$ cat src/rtl/event_code_encoder_pkg.sv
// Shared types and constants for the 7-line event code encoder.
// Code 000 is reserved as "no event"; lines d1..d7 map to codes 001..111.
package event_code_pkg;

  localparam int CODE_W  = 3;
  localparam int N_LINES = 7;

  localparam logic [CODE_W-1:0] NO_EVENT = 3'b000;

  typedef enum logic {
    IDLE    = 1'b0,
    PRESENT = 1'b1
  } state_t;

  // One-hot pending-mask bit for a code; NO_EVENT maps to an empty mask.
  function automatic logic [N_LINES-1:0] code_to_mask(input logic [CODE_W-1:0] code);
    logic [N_LINES-1:0] mask;
    mask = '0;
    for (int i = 0; i < N_LINES; i++) begin
      mask[i] = (code == 3'(i + 1));
    end
    return mask;
  endfunction

endpackage

$ cat src/rtl/event_code_encoder_if.sv
// Code output handshake. valid/ready: the producer holds {x,y,z} and valid
// stable until a rising edge sees valid && ready; that edge is the transfer.
interface event_code_encoder_if;

  logic x;
  logic y;
  logic z;
  logic valid;
  logic ready;

  modport master (
    output x,
    output y,
    output z,
    output valid,
    input  ready
  );

  modport slave (
    input  x,
    input  y,
    input  z,
    input  valid,
    output ready
  );

endinterface

$ cat src/rtl/event_code_encoder_prio_enc7.sv
// Combinational priority encoder: code of the highest set bit of a 7-bit mask.
// Bit i of the mask is line d(i+1), so the result is always 1..7 when any=1.
module prio_enc7
  import event_code_pkg::*;
(
  input  logic [N_LINES-1:0] mask,
  output logic [CODE_W-1:0]  idx,
  output logic               any
);

  // Ascending scan: the last hit (highest line) wins.
  always_comb begin
    idx = NO_EVENT;
    for (int i = 0; i < N_LINES; i++) begin
      if (mask[i]) begin
        idx = 3'(i + 1);
      end
    end
  end

  assign any = |mask;

endmodule

$ cat src/rtl/event_code_encoder.sv
// Queues rising edges on d1..d7 and emits one 3-bit code per event,
// highest line first, over a registered valid/ready handshake.
module event_code_encoder
  import event_code_pkg::*;
(
  input  logic                 clk,
  input  logic                 rst_n,
  input  logic                 d1,
  input  logic                 d2,
  input  logic                 d3,
  input  logic                 d4,
  input  logic                 d5,
  input  logic                 d6,
  input  logic                 d7,
  event_code_encoder_if.master code_bus,
  output logic [N_LINES-1:0]   pending,
  output logic                 ovf,
  output state_t               dbg_state
);

  logic [N_LINES-1:0] d;
  logic [N_LINES-1:0] d_q;
  logic [N_LINES-1:0] rise;
  logic [N_LINES-1:0] clr_mask;
  logic [N_LINES-1:0] pending_next;
  logic               accept;

  state_t             state;
  state_t             state_next;
  logic [CODE_W-1:0]  code;
  logic [CODE_W-1:0]  code_next;
  logic               valid_q;
  logic               valid_next;

  logic [CODE_W-1:0]  top_idx;
  logic               top_any;

  assign d        = {d7, d6, d5, d4, d3, d2, d1};
  assign rise     = d & ~d_q;
  assign accept   = (state == PRESENT) && code_bus.ready;
  assign clr_mask = accept ? code_to_mask(code) : '0;

  // OR-ing rise after the clear lets a fresh edge on the accepted line survive.
  assign pending_next = (pending & ~clr_mask) | rise;

  prio_enc7 u_prio (
    .mask (pending),
    .idx  (top_idx),
    .any  (top_any)
  );

  always_ff @(posedge clk) begin
    if (!rst_n) begin
      d_q     <= '0;
      pending <= '0;
      ovf     <= 1'b0;
      state   <= IDLE;
      code    <= NO_EVENT;
      valid_q <= 1'b0;
    end else begin
      d_q     <= d;
      pending <= pending_next;
      ovf     <= ovf | (|(rise & pending & ~clr_mask));
      state   <= state_next;
      code    <= code_next;
      valid_q <= valid_next;
    end
  end

  // Priority is only taken in IDLE, so a presented code is never pre-empted.
  always_comb begin
    state_next = state;
    code_next  = code;
    valid_next = valid_q;
    case (state)
      IDLE: begin
        if (top_any) begin
          code_next  = top_idx;
          valid_next = 1'b1;
          state_next = PRESENT;
        end else begin
          code_next  = NO_EVENT;
          valid_next = 1'b0;
        end
      end
      PRESENT: begin
        if (code_bus.ready) begin
          code_next  = NO_EVENT;
          valid_next = 1'b0;
          state_next = IDLE;
        end
      end
    endcase
  end

  assign code_bus.x     = code[2];
  assign code_bus.y     = code[1];
  assign code_bus.z     = code[0];
  assign code_bus.valid = valid_q;
  assign dbg_state      = state;

endmodule

$ cat src/flat_wrapper.sv
// flat-port wrapper written by rule: the top's interface ports become plain ports
module event_code_encoder_flat import event_code_pkg::*;
  (clk, rst_n, d1, d2, d3, d4, d5, d6, d7, pending, ovf, dbg_state, code_bus_x, code_bus_y, code_bus_z, code_bus_valid, code_bus_ready);
  event_code_encoder_if code_bus_i ();
  input  logic clk;
  input  logic rst_n;
  input  logic d1;
  input  logic d2;
  input  logic d3;
  input  logic d4;
  input  logic d5;
  input  logic d6;
  input  logic d7;
  output logic [N_LINES-1:0] pending;
  output logic ovf;
  output state_t dbg_state;
  output wire logic [$bits(code_bus_i.x)-1:0] code_bus_x;
  output wire logic [$bits(code_bus_i.y)-1:0] code_bus_y;
  output wire logic [$bits(code_bus_i.z)-1:0] code_bus_z;
  output wire logic [$bits(code_bus_i.valid)-1:0] code_bus_valid;
  input wire logic [$bits(code_bus_i.ready)-1:0] code_bus_ready;
  assign code_bus_x = code_bus_i.x;
  assign code_bus_y = code_bus_i.y;
  assign code_bus_z = code_bus_i.z;
  assign code_bus_valid = code_bus_i.valid;
  assign code_bus_i.ready = code_bus_ready;
  event_code_encoder u_core (.clk(clk), .rst_n(rst_n), .d1(d1), .d2(d2), .d3(d3), .d4(d4), .d5(d5), .d6(d6), .d7(d7), .code_bus(code_bus_i), .pending(pending), .ovf(ovf), .dbg_state(dbg_state));
endmodule
$ cat config.mk
export PLATFORM = sky130hd
export DESIGN_NAME = event_code_encoder_flat
export DESIGN_NICKNAME = d
export VERILOG_FILES = /design/src/rtl/event_code_encoder_pkg.sv /design/src/rtl/event_code_encoder_if.sv /design/src/rtl/event_code_encoder_prio_enc7.sv /design/src/rtl/event_code_encoder.sv /design/src/flat_wrapper.sv
export SDC_FILE = /design/constraint.sdc
export NUM_CORES = 1
export LEC_CHECK = 0
export ABC_AREA = 1
export BUFFER_PORTS_ARGS = -buffer_cell sky130_fd_sc_hd__buf_2
export CORE_MARGIN = 10
export CORE_UTILIZATION = 25
export CTS_CLUSTER_SIZE = 14
export DETAILED_ROUTE_END_ITERATION = 12
export GPL_TIMING_DRIVEN = 0
export SYNTH_ARGS = -nofsm -noshare
export SYNTH_HDL_FRONTEND = slang
export SYNTH_SLANG_ARGS = --single-unit
$ cat constraint.sdc
create_clock -name clk -period 1.2 [get_ports clk]
set_clock_uncertainty 0.05 [all_clocks]
set_input_delay 0.12 -clock clk [delete_from_list [all_inputs] [get_ports clk]]
set_output_delay 0.12 -clock clk [all_outputs]
set_load 0.03 [all_outputs]
# Word-level counts from Yosys, hierarchy flattened
# Index checks and enable logic that the tools add are counted.
dict set report totals {
  regBits 20
  input_bits 10
  word_cells 42
}
dict set report classes {
  n_eq_ne 8
  mux 16
  bitwise_logic 9
  reduce_logical 3
}
# op n
set op_table {}
lappend op_table {{AND 7 bit} 4}
lappend op_table {{2-to-1 mux 3 bit} 8}
lappend op_table {{inverter 7 bit} 2}
lappend op_table {{OR reduction 7 bit} 2}
lappend op_table {{== test 3 bit, second input constant} 4}
lappend op_table {{2-to-1 mux 7 bit} 1}
lappend op_table {{OR 7 bit} 1}
lappend op_table {{== test 3 x 2 -> 1 bit, second input constant} 2}
lappend op_table {{one-hot mux 3 bit (2 select lines)} 1}
lappend op_table {{2-to-1 mux 1 bit} 4}
lappend op_table {{one-hot mux 1 bit (2 select lines)} 2}
lappend op_table {{== test 3 x 1 -> 1 bit, second input constant} 1}
lappend op_table {{inequality test 2 bit, second input constant} 1}
lappend op_table {{logical AND 1 bit} 1}
lappend op_table {{inverter 1 bit} 1}
lappend op_table {{OR 1 bit} 1}

# Depth between registers and ports, before layout
# Gate-level depths: netlist (run 1).
dict set report logic_depth {
  word_depth 9
  mapped_depth 7
  mapped_depth_nobuf 7
}

# Hierarchy
# Synthesis (run 1) repeated with hierarchy kept, for this count alone.
dict set report hier_totals {
  hier_cells 141
  area_unflattened_um2 919.6
}
# module instances cells_each area_per_inst_um2 seq_area_each_um2
set modules_own_cells {}
lappend modules_own_cells {event_code_encoder 1 122 825.8 400.4}
lappend modules_own_cells {prio_enc7 1 19 93.8 0.0}

# Least setup slack after synthesis (run 1)
# OpenSTA, ideal clock, no wires.
dict set report synth_timing {
  path_kind {reg2reg}
  from {register u_core.state (netlist: u_core.dbg_state)}
  to {register u_core.ovf}
  setup_time_ps 119
  arrival_time_ps 1093
  required_ps 1031
  setup_slack_ps -63
  path_stages_with_launch 8
  path_buffers 0
  period_less_slack_ps 1263
  cell_sequence {dfxtp_1 nand2_1 nor2_2 nand2_1 nand2_1 nand2_1 nor2_1 a21oi_1}
}
dict set report synth_between {
  elab_chain_cells 6
}
# item line
set synth_rtl {}
lappend synth_rtl {{start, declared} event_code_encoder.sv:28} ;# state_t state;
lappend synth_rtl {{start signal, assigned} event_code_encoder.sv:64} ;# state <= state_next;
lappend synth_rtl {{logical AND 1 bit} event_code_encoder.sv:40} ;# assign accept = (state == PRESENT) && code_bus.ready;
lappend synth_rtl {{2-to-1 mux 7 bit} event_code_encoder.sv:41} ;# assign clr_mask = accept ? code_to_mask(code) : '0;
lappend synth_rtl {{inverter 7 bit} event_code_encoder.sv:63} ;# ovf <= ovf | (|(rise & pending & ~clr_mask));
lappend synth_rtl {{AND 7 bit} event_code_encoder.sv:63}
lappend synth_rtl {{OR reduction 7 bit} event_code_encoder.sv:63}
lappend synth_rtl {{OR 1 bit} event_code_encoder.sv:63}
lappend synth_rtl {{end signal, assigned} event_code_encoder.sv:63}
lappend synth_rtl {{end, declared} event_code_encoder.sv:17} ;# output logic ovf,
# No other way between the ends.
# A chain may end at the register's enable or synchronous reset.

# Worst setup path in the final report (run 1)
# Same ends and word-level chain as after synthesis.

==> key figures, run 1 <==
Outcome
  • Result of the run: completed

Die
  • Initial Utilization: 26.3%
  • DIE WIDTH: 79.4 µm
  • Total Die Area: 6310 µm²
  • Die boundary height: 79.4 µm
  • Top-level I/O count: 23
  • Std cell rows: 21
  • Placeable Area: 3360 µm²

Timing
  • Number of pins exceeding their max-slew limit in the final report: 0
  • Final setup TNS: 0 ns
  • Final critical-path share of the clock period: 92.9%
  • Final-layout worst hold slack: 0.0902 ns
  • Highest Clock Rate: 0.897 GHz
  • Setup repair after global routing missed its margin: true
  • Fin. Hold Viols: 0
  • Headroom to the max-slew limit: 82.6%
  • Transition time at the pin with the least slew margin: 0.260 ns
  • Final count of negative-setup-slack endpoints: 0
  • Final min period: 1.11 ns

Power and ir drop
  • Maximum vdd drop: 401 µV
  • Sw frac: 33.0%
  • P_sw: 0.000476 W
  • Leakage: 0.638 nW
  • Part of the power in registers: 53.4%
  • Portion of total power attributed to the clock network: 21.5%
  • Combinational share of power: 25.0%
  • P per Cell Area: 1210 nW/µm²
  • Internal power component: 0.000968 W
  • Final Total Pwr: 0.00144 W

Worst setup path
  • Nature of the critical path endpoint: flop
  • Kind of start point of the critical path: flop
  • Setup slack of the most critical reg-to-reg path: 0.09 ns
  • Crit path largest cell delay: 0.38 ns
  • R2r startpoint: u_core.dbg_state
  • Path type of the worst setup path: reg2reg
  • Reg-to-Reg End: u_core.ovf
  • Ordered cell list for the critical path: nand2_4 > nor2_4 > nand2_1 > nand2_1 > nand2_1 > nor2_1 > a21oi_1
  • R2r worst-path depth: 7
  • Critical-path maximum fanout: 4
  • Signal arrival time at the worst endpoint: 1.26 ns
  • Crit-path most repeated cell: sky130_fd_sc_hd__nand2_1
  • Data required time of the critical path: 1.34 ns
  • Library cell contributing the largest single delay on the critical path: sky130_fd_sc_hd__dfxtp_2

Yosys
  • Number of warnings reported in the yosys synthesis log: 0
  • Area of the mapped netlist: 883 µm²
  • Fraction of the yosys area taken by sequential cells: 45.3%
  • Synthesized netlist net count: 150
  • Average cell area after synthesis: 6.31 µm²
  • Count of mapped cells out of synthesis: 140
  • Number of distinct library cells after synthesis: 11
  • Post-synthesis register bit count: 20

Placement
  • Placed standard-cell area: 1050 µm²
  • Routability cong.: 0.827
  • Port Buf Inserts: 21
  • HPWL after detailed placement: 1620 µm

Clock tree
  • Root Buffer: sky130_fd_sc_hd__clkbuf_4
  • CTS tree: built
  • CTS H-Tree Depth: 1
  • Clock Pin Slew Worst Setup and Hold Paths: 0.10 ns
  • Clock buffers created by TritonCTS: 3
  • Maximum buffer depth of the clock tree: 2
  • Clock latency at the later pin of the worst-skew pair: 0.30 ns
  • Number of clock sinks: 20

GRT
  • First-pass GRT wire length: 3480 µm
  • Maximum number of pins on one net before global-route repair: 11
  • Antenna violations before repair: 0
  • Sum of overflow across all layers after global routing: 0
  • Overall routing resource usage: 6.87%
  • Number of global-route vias before repair: 804

Layout
  • Ant. Diodes: 0
  • FF+latch area: 410 µm²
  • Net count reported at finish: 184
  • Total of fill cells in the finished design: 385
  • Area used by multi-input combinational logic: 397 µm²
  • Layout cell share with drive strength beyond 1: 26.2%
  • Finished Core Util: 35.5%
  • Syn-to-layout area delta: 35.0%
  • Final non-filler cell area: 1190 µm²

Routing
  • Per-cell routed wire length: 9.61 µm
  • Total DRC errors in the routed layout: 0
  • Starting DRT DRC Count: 87
  • Total wirelength of the detailed-routed design: 2100 µm
  • DR vias: 858
  • Routed Antenna Nets: 0
  • TritonRoute pass-1 iters: 4
  • Per-cell via count in the routed design: 3.94

Worst hold path
  • Depth of the worst hold-timing path: 3
  • End of the worst hold path: u_core.dbg_state
  • Class of the most critical hold timing path: in2reg
  • Startpoint of the tightest hold check path: rst_n

Job
  • Total of max-cap violations: 0
==> routing by layer <==
metal  up-vias  wire length, µm  global-route usage [%]
met2        22              889                    10.3
met5         -                0                       0
met4         0               68                    5.02
li1        476                -                       -
met3         7              126                    2.36
met1       353             1010                    7.94
==> worst max path at each step <==
| stage | cells past startpoint | slack [ns] | end | from |
|---|---|---|---|---|
| finish | 7 | 0.09 | u_core.ovf | u_core.dbg_state |
| global route | 7 | -0.005 | u_core.ovf | u_core.dbg_state |
| CTS | 6 | 0.04 | u_core.dbg_state | u_core.pending[4] |
| detailed placement | 6 | 0.06 | u_core.dbg_state | u_core.pending[4] |
| global placement | 6 | 0.07 | u_core.dbg_state | u_core.pending[4] |
| floorplan | 7 | 0.006 | u_core.ovf | u_core.code[1] |
==> critical path, delay by kind of cell, from the launching register on <==
kind	cells	cell delay, ns
and+or+nand+nor	6	0.51
DFF	1	0.38
AOI/OAI and AO/OA	1	0.06
==> state kept, by name (all words and copies together), names as in the netlist <==
signal	count
u_core.pending	7
u_core.dbg_state	1
u_core.d_q	7
u_core.code_bus.valid	1
u_core.ovf	1
u_core.code	3
==> cells in the mapped netlist (all sizes together) <==
cell type  instances  area [µm²]
a21oi             12        60.1
buf                2        10.0
dfxtp             20         400
inv               30         113
nand2             51         191
nand3              4        20.0
nor2              17        68.8
o21ai              4        20.0
==> final cells by class <==
class | instances | share of cell area (%)
Clock buffer | 3 | 1.89
Inverter | 30 | 9.44
Timing Repair Buffer | 29 | 15.3
Tap cell | 46 | 4.83
Multi-Input combinational cell | 88 | 33.3
Sequential cell | 20 | 34.4
Buffer | 2 | 0.839
==> cells in the final DEF, fill, tap and decap left out <==
master,count
sky130_fd_sc_hd__dlygate4sd3_1,7
sky130_fd_sc_hd__nand2_2,4
sky130_fd_sc_hd__dfxtp_4,1
sky130_fd_sc_hd__nand3_1,4
sky130_fd_sc_hd__buf_2,23
sky130_fd_sc_hd__nand2_4,1
sky130_fd_sc_hd__o21ai_0,3
sky130_fd_sc_hd__inv_1,28
sky130_fd_sc_hd__nand2_1,46
sky130_fd_sc_hd__nor2_2,2
sky130_fd_sc_hd__inv_2,2
sky130_fd_sc_hd__nor2_4,2
sky130_fd_sc_hd__o21ai_2,1
sky130_fd_sc_hd__a21oi_1,12
sky130_fd_sc_hd__buf_4,1
sky130_fd_sc_hd__clkbuf_4,3
sky130_fd_sc_hd__dfxtp_2,5
sky130_fd_sc_hd__nor2_1,13
sky130_fd_sc_hd__dfxtp_1,14
==> timing repair <==
item,in CTS,in global routing
hold endpoints to repair,7,0
hold buffers,7,0
setup endpoints to repair,0,4
resized for setup,0,16
buffers inserted,0,1
==> through the flow <==
stage	worst slack, ns	std cells
after global routing	-0.00487	218
after detailed placement	0.0634	207
after floorplan	0.00566	140
final	0.0858	218
after CTS	0.0367	217
after global placement	0.0736	207
==> power by group through the flow <==
stage	clock network, W	registers [W]	logic (W)
after floorplan	0	0.000858	0.000146
after global placement	0	0.000780	0.000321
after detailed placement	0	0.000781	0.000325
after CTS	0.000333	0.000765	0.000343
after global routing	0.000360	0.000785	0.000407
final	0.000311	0.000772	0.000362
==> cell families after synthesis <==
logic type / Yosys count / share of synthesized area, %
AO/OA/AOI/OAI: 16 / 9.06
buffers and inverters: 32 / 13.9
flip-flops: 20 / 45.3
AND/OR/NAND/NOR: 72 / 31.7
(Power assumes the default switching activity.)
==> run 2: changes to the inputs <==
CTS_BUF_LIST = sky130_fd_sc_hd__clkbuf_8   (was unset)
SETUP_SLACK_MARGIN = 0.02   (was unset)
==> run 2 against run 1 <==
Net effect:
- critical path depth is the same
- global-route usage fell by 0.095 points
- count of clock-buffer cells in the layout stayed put
- sequential cell count unchanged
- critical endpoint unchanged
==> key figures, run 2 (same netlist as run 1, synthesis figures left out) <==
Clock tree
  • CTS H-Tree Depth: 1 (unchanged)
  • Root Buffer: sky130_fd_sc_hd__clkbuf_8 (was sky130_fd_sc_hd__clkbuf_4)
  • Maximum buffer depth of the clock tree: 2 (unchanged)
  • Clock Pin Slew Worst Setup and Hold Paths: 0.07 ns (was 0.10 ns)
  • Hold buffers post-CTS: 0 (was 7)
  • Number of clock sinks: 20 (unchanged)
  • Clock latency at the later pin of the worst-skew pair: 0.25 ns (was 0.30 ns)
  • Clock buffers created by TritonCTS: 3 (unchanged)
  • CTS tree: built (unchanged)

Timing
  • Transition time at the pin with the least slew margin: 0.264 ns (was 0.260 ns)
  • Final setup TNS: 0 ns (unchanged)
  • Number of pins exceeding their max-slew limit in the final report: 0 (unchanged)
  • Final count of negative-setup-slack endpoints: 0 (unchanged)
  • Headroom to the max-slew limit: 82.3% (was 82.6%)
  • Fin. Hold Viols: 0 (unchanged)
  • Highest Clock Rate: 0.912 GHz (was 0.897 GHz)
  • Final critical-path share of the clock period: 91.4% (was 92.9%)
  • Final min period: 1.10 ns (was 1.11 ns)
  • Setup repair after global routing missed its margin: false (was true)

Outcome
  • Result of the run: completed (unchanged)

Placement
  • Routability cong.: 0.861 (was 0.827)
  • Placed standard-cell area: 1050 µm² (about the same)
  • HPWL after detailed placement: 1640 µm (was 1620 µm)
  • Port Buf Inserts: 21 (unchanged)

Layout
  • Largest registers ranked by flip-flop count: u_core.d_q: 7 flops, u_core.pending: 7 flops, u_core.code: 3 flops (unchanged)
  • Total of fill cells in the finished design: 405 (was 385)
  • Syn-to-layout area delta: 27.2% (was 35.0%)
  • Ant. Diodes: 0 (unchanged)
  • Final non-filler cell area: 1120 µm² (was 1190 µm²)
  • Net count reported at finish: 176 (was 184)
  • Most frequent cells in the layout: sky130_fd_sc_hd__nand2_1, sky130_fd_sc_hd__inv_1, sky130_fd_sc_hd__buf_2, sky130_fd_sc_hd__nor2_1, sky130_fd_sc_hd__dfxtp_1 (was sky130_fd_sc_hd__nand2_1, sky130_fd_sc_hd__inv_1, sky130_fd_sc_hd__buf_2, sky130_fd_sc_hd__dfxtp_1, sky130_fd_sc_hd__nor2_1)
  • Layout cell share with drive strength beyond 1: 24.4% (was 26.2%)
  • FF+latch area: 408 µm² (was 410 µm²)
  • Area used by multi-input combinational logic: 389 µm² (was 397 µm²)
  • Finished Core Util: 33.4% (was 35.5%)
  • Most frequent standard cell in the layout excluding fill and tap cells: sky130_fd_sc_hd__nand2_1 (unchanged)

Worst setup path
  • Nature of the critical path endpoint: flop (unchanged)
  • Critical-path maximum fanout: 4 (unchanged)
  • Data required time of the critical path: 1.29 ns (was 1.34 ns)
  • Worst path top cell family by delay: simple AND/OR/NAND/NOR gates (unchanged)
  • Ordered cell list for the critical path: inv_2 > nor2_4 > nand2_1 > nand2_1 > nand2_1 > nor2_1 > a21oi_1 (was nand2_4 > nor2_4 > nand2_1 > nand2_1 > nand2_1 > nor2_1 > a21oi_1)
  • Crit-path most repeated cell: sky130_fd_sc_hd__nand2_1 (unchanged)
  • Kind of start point of the critical path: flop (unchanged)
  • Path type of the worst setup path: reg2reg (unchanged)
  • Number of buffers and inverters on the critical path: 1 (was 0)
  • Library cell contributing the largest single delay on the critical path: sky130_fd_sc_hd__dfxtp_2 (unchanged)
  • Signal arrival time at the worst endpoint: 1.19 ns (was 1.26 ns)
  • Crit path largest cell delay: 0.38 ns (about the same)

GRT
  • Sum of overflow across all layers after global routing: 0 (unchanged)
  • Antenna violations before repair: 0 (unchanged)
  • Overall routing resource usage: 6.78% (was 6.87%)
  • Number of global-route vias before repair: 749 (was 804)
  • First-pass GRT wire length: 3400 µm (was 3480 µm)
  • Maximum number of pins on one net before global-route repair: 11 (unchanged)

Die
  • DIE WIDTH: 79.4 µm (unchanged)
  • Die boundary height: 79.4 µm (unchanged)
  • Placeable Area: 3360 µm² (unchanged)
  • Initial Utilization: 26.3% (unchanged)
  • Std cell rows: 21 (unchanged)
  • Total Die Area: 6310 µm² (unchanged)
  • Top-level I/O count: 23 (unchanged)

Routing
  • Per-cell via count in the routed design: 3.85 (was 3.94)
  • Total DRC errors in the routed layout: 0 (unchanged)
  • TritonRoute pass-1 iters: 4 (unchanged)
  • Routed Antenna Nets: 0 (unchanged)
  • Starting DRT DRC Count: 55 (was 87)
  • Per-cell routed wire length: 9.89 µm (was 9.61 µm)
  • DR vias: 809 (was 858)
  • Total wirelength of the detailed-routed design: 2080 µm (was 2100 µm)

Power and ir drop
  • P per Cell Area: 1370 nW/µm² (was 1210 nW/µm²)
  • Maximum vdd drop: 455 µV (was 401 µV)
  • Leakage: 0.607 nW (was 0.638 nW)

Job
  • Total of max-cap violations: 0 (unchanged)

Worst hold path
  • Class of the most critical hold timing path: in2reg (unchanged)
## run 2: cell count changes in the layout (fill, tap and decap cells not counted), moves of 2 or more
| cell | change |
|---|---|
| sky130_fd_sc_hd__nor2_2 | -2 |
| sky130_fd_sc_hd__nand2_1 | +4 |
| sky130_fd_sc_hd__clkbuf_4 | -3 |
| sky130_fd_sc_hd__clkbuf_8 | +3 |
| sky130_fd_sc_hd__dlygate4sd3_1 | -7 |
| sky130_fd_sc_hd__nand2_2 | -3 |
## run 2: stage by stage
stage	worst slack [ns]	power, W	cells	hold slack (ns)
3_3_place_gp	0.0699	0.00110	207	0.263
5_1_grt	0.0125	0.00163	210	0.00564
6_report	0.103	0.00154	210	0.00690
3_5_place_dp	0.0712	0.00110	207	0.268
4_1_cts	0.0611	0.00154	210	0.00119
2_1_floorplan	0.0631	0.00100	140	0.163
## run 2: worst paths after layout
path,startpoint,to,depth (start not counted),slack [ns]
hold reg to reg,u_core.pending[0],u_core.pending[0],2,0.44
hold / removal,d6,u_core.d_q[5],3,0.007
setup / recovery,u_core.code[2],u_core.ovf,7,0.10
setup reg to reg,u_core.code[2],u_core.ovf,7,0.10
## run 2: per-layer routing
metal	up-vias	GRT usage (%)	wire length (µm)
met5	-	0	0
met4	0	3.76	16
met3	2	2.59	135
li1	458	-	-
met2	13	10.4	915
met1	336	7.93	1010
## run 2: final cells by class
| class | instances | area share [%] |
|---|---|---|
| multi-input cells | 88 | 34.6 |
| flip-flops and latches | 20 | 36.3 |
| inverters | 30 | 10.0 |
| clock buffers | 3 | 3.67 |
| well taps | 46 | 5.12 |
| plain buffers | 2 | 0.891 |
| repair buffers | 21 | 9.35 |
## run 2: repair_timing
action,4_1_cts,5_1_grt
gates resized for setup,0,10
buffers inserted,0,0
hold endpoints to repair,0,0
setup endpoints to repair,0,3
## run 2: worst register-to-register path: stages, from the launching register on
cell	delay, ns
sky130_fd_sc_hd__dfxtp_2	0.38
sky130_fd_sc_hd__inv_2	0.05
sky130_fd_sc_hd__nor2_4	0.14
sky130_fd_sc_hd__nand2_1	0.09
sky130_fd_sc_hd__nand2_1	0.06
sky130_fd_sc_hd__nand2_1	0.05
sky130_fd_sc_hd__nor2_1	0.09
sky130_fd_sc_hd__a21oi_1	0.07
## run 2: report_power, final
part	switching (W)	internal, W	total (W)
registers	0.0000478	0.000723	0.000771
clock network	0.000212	0.000223	0.000435
logic	0.000225	0.000108	0.000334
